## config.mk

```make
export PLATFORM = sky130hd
export DESIGN_NAME = dest_router
export DESIGN_NICKNAME = d
export VERILOG_FILES = /design/src/rtl/dest_router.sv
export SDC_FILE = /design/constraint.sdc
export NUM_CORES = 1
export LEC_CHECK = 0
export ABC_AREA = 1
export BUFFER_PORTS_ARGS = -buffer_cell sky130_fd_sc_hd__buf_2
export CORE_UTILIZATION = 39
export CTS_CLUSTER_SIZE = 28
export DETAILED_ROUTE_END_ITERATION = 8
export PLACE_DENSITY = 0.83
export SYNTH_ARGS = -nofsm -noshare
export SYNTH_HDL_FRONTEND = slang
export SYNTH_SLANG_ARGS = --single-unit
```

## constraint.sdc

```tcl
create_clock -name clk -period 1.1 [get_ports clk]
set_input_delay 0.11 -clock clk [delete_from_list [all_inputs] [get_ports clk]]
set_output_delay 0.11 -clock clk [all_outputs]
set_load 0.01 [all_outputs]
```

## src/rtl/dest_router.sv

```systemverilog
// Pops one source FIFO and steers each word to destination D0 or D1 by a routing bit.
// Optional per-destination delivery counters are built when DEST_ROUTER_CNT_EN is defined.
module dest_router #(
   parameter int BW       = 6,
   parameter int DEST_BIT = 4,
   parameter int CNT_W    = 8
) (
   input  logic             clk,
   input  logic             reset_L,
   input  logic             src_empty,
   input  logic [BW-1:0]    src_data,
   output logic             src_rd,
   input  logic             D0_almost_full,
   input  logic             D1_almost_full,
   input  logic             D0_full,
   input  logic             D1_full,
   output logic             D0_wr,
   output logic             D1_wr,
   output logic [BW-1:0]    D_data_out,
   output logic             router_error,
   output logic [CNT_W-1:0] cnt_D0,
   output logic [CNT_W-1:0] cnt_D1,
   output logic [1:0]       router_state
);

   typedef enum logic [1:0] {
      IDLE   = 2'd0,
      ACTIVE = 2'd1,
      PAUSE  = 2'd2
   } state_t;

   state_t          state_q, state_d;
   logic            pend_q, pend_d;
   logic            d0_wr_q, d0_wr_d;
   logic            d1_wr_q, d1_wr_d;
   logic [BW-1:0]   data_q, data_d;
   logic            err_q, err_d;
   logic            stall;
   logic            dest_d1;
   logic            full_sel;

   always_comb begin
      // The destination is unknown until the word is read, so either flag throttles.
      stall    = D0_almost_full | D1_almost_full;
      src_rd   = !src_empty && !stall && (state_q != PAUSE);
      pend_d   = src_rd;
      dest_d1  = src_data[DEST_BIT];
      full_sel = dest_d1 ? D1_full : D0_full;
      data_d   = pend_q ? src_data : data_q;
      d0_wr_d  = pend_q && !dest_d1 && !D0_full;
      d1_wr_d  = pend_q &&  dest_d1 && !D1_full;
      err_d    = err_q | (pend_q & full_sel);

      state_d = state_q;
      case (state_q)
         IDLE: begin
            if (src_rd) state_d = ACTIVE;
         end
         ACTIVE: begin
            if (stall)                      state_d = PAUSE;
            else if (src_empty && !pend_q)  state_d = IDLE;
         end
         PAUSE: begin
            if (!stall) state_d = src_empty ? IDLE : ACTIVE;
         end
         default: state_d = IDLE;
      endcase
   end

   always_ff @(posedge clk or negedge reset_L) begin
      if (!reset_L) begin
         state_q <= IDLE;
         pend_q  <= 1'b0;
         d0_wr_q <= 1'b0;
         d1_wr_q <= 1'b0;
         data_q  <= '0;
         err_q   <= 1'b0;
      end else begin
         state_q <= state_d;
         pend_q  <= pend_d;
         d0_wr_q <= d0_wr_d;
         d1_wr_q <= d1_wr_d;
         data_q  <= data_d;
         err_q   <= err_d;
      end
   end

   assign D0_wr        = d0_wr_q;
   assign D1_wr        = d1_wr_q;
   assign D_data_out   = data_q;
   assign router_error = err_q;
   assign router_state = state_q;

`ifdef DEST_ROUTER_CNT_EN
   logic [CNT_W-1:0] cnt0_q, cnt0_d;
   logic [CNT_W-1:0] cnt1_q, cnt1_d;

   // Counters advance on the same edge that registers the strobe; wrap silently.
   always_comb begin
      cnt0_d = cnt0_q + CNT_W'(d0_wr_d);
      cnt1_d = cnt1_q + CNT_W'(d1_wr_d);
   end

   always_ff @(posedge clk or negedge reset_L) begin
      if (!reset_L) begin
         cnt0_q <= '0;
         cnt1_q <= '0;
      end else begin
         cnt0_q <= cnt0_d;
         cnt1_q <= cnt1_d;
      end
   end

   assign cnt_D0 = cnt0_q;
   assign cnt_D1 = cnt1_q;
`else
   assign cnt_D0 = '0;
   assign cnt_D1 = '0;
`endif

endmodule

```

* After elaboration in Yosys (flattened, before gate mapping)
Index checks and enable logic that the tools add are counted.
Storage, ports and cells: bits in registers 12, output and inout port bits 28, input port bits 13
Operators by class: bitwise operators 3, mux-type cells 7, equal/unequal tests 6, reductions and logical operators 15
Operators with widths (number):
- 2-to-1 mux 2 bit | 4
- logical AND 1 bit | 7
- zero test 1 bit | 6
- inequality test 2 bit (second input constant) | 3
- one-hot mux 2 bit (3 select lines) | 1
- inequality test 3 bit (second input constant) | 1
- AND reduction 3 bit | 1
- == test 2 x 1 -> 1 bit (second input constant) | 1
- == test 2 bit (second input constant) | 1
- zero test 2 bit | 1
- 2-to-1 mux 1 bit | 2
- OR 1 bit | 2
- bitwise AND 1 bit | 1

* Logic depth before layout (Yosys ltp)
word-level depth 6, gate-level depth with buffers 5, mapped depth without buffers 5

* Least setup slack after synthesis
OpenSTA, ideal clock, no wires.
path type register to register, start point register state_q[1] (netlist: router_state[1]), end point register state_q[0] (netlist: router_state[0]), cell stages (with the launch flop) 6, path slack 0.170 ns, clock period less this slack 0.930 ns, path buffers 0, data arrival time 0.812 ns, data required time 0.982 ns, path through dfrtp_1 inv_1 nor2_1 o21ai_0 nand4_1 nand2_1
Between the ends: cells in the longest elaborated chain, start to end 4
Ends and longest elaborated chain:
- from (decl) | RTL line 32 | state_t state_q, state_d;
- from (signal assigned) | RTL line 79 | state_q <= state_d;
- inequality test 2 bit | RTL line 45 | src_rd = !src_empty && !stall && (state_q != PAUSE);
- logical AND 1 bit | RTL line 45
- inequality test 2 bit (no source line)
- AND reduction 3 bit (no source line)
Parallel ways exist; a longest one is shown, timed or not. A chain may end at the register's enable or synchronous reset.

* Worst setup path after layout
start point register state_q[1] (netlist: router_state[1]), end point output port src_rd
Between the ends: cells in the longest elaborated chain, start to end 2
Ends and longest elaborated chain:
- inequality test 2 bit | RTL line 45
- logical AND 1 bit | RTL line 45
- to (decl) | RTL line 12 | output logic src_rd,
Every way passes these cells.

==> flow_metrics.env <==
export IMPL_status="finished, violations left"
export IMPL_violations="setup timing"
export IMPL_ys_seq_elements=12
export IMPL_portBuffers=24
export IMPL_pwr_share_clk_pct=21.6
export IMPL_clock_sinks=12
export IMPL_required_ns=0.99
export IMPL_drc_errors=0
export IMPL_clock_path_buffers=2
export IMPL_synthAdderAreaFrac_pct=0
export IMPL_path_cells="inv_2 > nor2_2 > nor2_1 > buf_2"
export IMPL_power_w=0.001580
export IMPL_cpLargestDelayFamily="flip-flops"
export IMPL_start_kind="flop"
export IMPL_synth_compound_area_share_pct=3.742
export IMPL_synthXorXnorAreaFrac_pct=0
export IMPL_slowest_delay_ns=0.40
export IMPL_rsz0062_at_grt="yes"
export IMPL_core_area_um2=1366
export IMPL_routed_wl_met2_um=570
export IMPL_slew_viol_final=0
export IMPL_powerDensity_nw_per_um2=2011
export IMPL_start_util_pct=44.05
export IMPL_register_area_um2=300.3
export IMPL_pwr_share_comb_pct=37.3
export IMPL_design_area_um2=785.8
export IMPL_gp_congestion=0.5930
export IMPL_critPathCaptureType="output port"
export IMPL_grt_max_degree=13
export IMPL_syn_to_final_growth_pct=30.56
export IMPL_seqPwrFrac_pct=41.2
export IMPL_cts_tree="built"
export IMPL_critPathBufInv=2
export IMPL_yosys_area_share_simple_pct=21.62
export IMPL_final_setup_viol_count=1
export IMPL_drive_gt1_share_pct=37.50
export IMPL_arrival_ns=1.07
export IMPL_fin_nets=118
export IMPL_clock_latency_ns=0.27
export IMPL_max_freq_mhz=846.1
export IMPL_switching_share_pct=34.49
export IMPL_antenna_left=0
export IMPL_hold_class="primary input to flop"
export IMPL_drt_wl_total_um=1182
export IMPL_drt_iter0_drc=14
export IMPL_place_hpwl_um=833.4
export IMPL_yosysUniqueCellTypes=16
export IMPL_path_class="flop to output port"
export IMPL_dpl_worst_slack_ns=0.1370
export IMPL_vias_per_cell=4.429
export IMPL_num_vias=527
export IMPL_wl_met1_um=507
export IMPL_p_sw_w=0.0005450
export IMPL_seq_area_frac_synth_pct=49.90
export IMPL_final_period_utilization_pct=107.4
export IMPL_cpMaxStageDelayCell="dfrtp_1"
export IMPL_diodes=0
export IMPL_grt_first_pass_wirelength_um=1455
export IMPL_drtPass1Iterations=4
export IMPL_path_max_fanout=2
export IMPL_dpl_cell_area_um2=684.4
export IMPL_htreeDepth=1
export IMPL_fillers=124
export IMPL_period_needed_ns=1.182
export IMPL_finalSetupTns_ns=-0.08193
export IMPL_grt_pass1_vias=395
export IMPL_io_pins=41
export IMPL_cap_violations=0
export IMPL_fin_ws_ns=-0.08193
export IMPL_p_leak_nw=0.4698
export IMPL_wl_per_cell_um=9.933
export IMPL_maxUsedRoutingLayer="met4"
export IMPL_syn_instance_count=69
export IMPL_cts_root_buf="clkbuf_4"
export IMPL_cts_buffers=3
export IMPL_yosysWarnings=0
export IMPL_fp_row_count=13
export IMPL_grt_usage_pct=14.38
export IMPL_clkSlewWorstSetupHoldPaths_ns=0.07
export IMPL_synth_top_family_by_area="buffers and inverters"
export IMPL_wl_met3_um=93
export IMPL_die_area_um2=1704
export IMPL_multi_input_area_um2=227.7
export IMPL_peakVddDrop_uv=887.6
export IMPL_internal_power_w=0.001035
export IMPL_chipWidth_um=41.28
export IMPL_die_y_um=41.28
export IMPL_muxShareOfSynthArea_pct=1.663
export IMPL_synth_area_per_cell_um2=8.722
export IMPL_hold_ws_ns=0.04373
export IMPL_final_hold_violation_count=0
export IMPL_overflow=0
export IMPL_synth_area_um2=601.8
export IMPL_antenna_found_initial=0
export IMPL_reg2reg_slack_ns=0.08
export IMPL_finalClockSkew_ns=0.002037
[tightest hold or removal path, delay by kind of cell]
kind | cells | cell delay, ns
buf+inv | 1 | 0.07
simple gates | 2 | 0.09
[final timing paths]
check,cells after the start,from,to
setup / recovery,4,router_state[1],src_rd
hold / removal,3,src_data[1],D_data_out[1]
setup reg to reg,5,router_state[1],router_state[0]
hold reg to reg,2,D_data_out[1],D_data_out[1]
max in group asynchronous,2,reset_L,D0_wr
min in group asynchronous,2,reset_L,D_data_out[0]
[layout make-up]
class	count	share of cell area, %
clock buffers	4	4.618
repair buffers	32	23.89
inverters	4	1.911
flip-flops and latches	12	38.22
multi-input cells	52	28.98
well taps	15	2.389
[cells in the mapped netlist]
master / count / share of area, %
dfrtp_1: 12 / 50
buf_4: 16 / 20
nor2_1: 5 / 3.1
a21oi_1: 1 / 0.83
nand3_2: 1 / 1.7
o21ai_0: 2 / 1.7
nor3_1: 1 / 0.83
inv_2: 1 / 0.62
o21bai_1: 1 / 1.2
nand2_1: 21 / 13
nand2_2: 1 / 1.0
inv_1: 3 / 1.9
conb_1: 1 / 0.62
mux2i_1: 1 / 1.7
nand4_1: 1 / 1.0
nand3_1: 1 / 0.83
[sequential cells by signal, summed over array words and instances, names as in the netlist]
signal and flops:
D_data_out 6, router_error 1, D1_wr 1, D0_wr 1, pend_q 1, router_state 2
[power groups by stage]
stage / clock network [W] / logic [W] / registers [W]
floorplan: 0 / 0.000249 / 0.000721
global placement: 0 / 0.000473 / 0.000646
detailed placement: 0 / 0.000487 / 0.000655
CTS: 0.000348 / 0.000550 / 0.000639
global route: 0.000378 / 0.000669 / 0.000667
finish: 0.000341 / 0.000589 / 0.000651
[through the flow]
step	util [%]	std cells
floorplan	-	84
global placement	50.09	108
detailed placement	50.09	108
CTS	55.13	116
global route	57.51	119
finish	57.51	119
[routing by layer]
| metal | vias to the layer above | GRT usage, % |
|---|---|---|
| met3 | 2 | 5.435 |
| met5 | - | 0 |
| met4 | 0 | 14.52 |
| met2 | 29 | 24.22 |
| li1 | 253 | - |
| met1 | 243 | 12.54 |
[cell families after synthesis]
family	count (synthesis)
other	1
multiplexers	1
AO/OA/AOI/OAI	4
buffers and inverters	20
AND/OR/NAND/NOR	31
flip-flops	12
[placed cells by master, fill, tap and decap left out]
| master | n |
|---|---|
| nor3_1 | 1 |
| dlygate4sd3_1 | 3 |
| nand4_1 | 1 |
| nand3_2 | 1 |
| o21bai_1 | 1 |
| nand2_1 | 21 |
| clkbuf_8 | 1 |
| nand2_2 | 1 |
| nor2_1 | 3 |
| dfrtp_1 | 12 |
| nor2_2 | 2 |
| buf_4 | 5 |
| mux2i_1 | 1 |
| buf_2 | 24 |
| o21ai_0 | 2 |
| nand3_1 | 1 |
| clkbuf_4 | 3 |
| a21oi_1 | 1 |
| inv_2 | 2 |
| conb_1 | 16 |
| inv_1 | 2 |
[timing repair]
action / CTS / global route
buffers inserted: 3 / 1
pin swaps: 1 / 1
resized for setup: 0 / 3
hold buffers: 1 / 2
endpoints found under the hold margin: 12 / 2
setup endpoints to repair: 1 / 2
(Power assumes the default switching activity.)
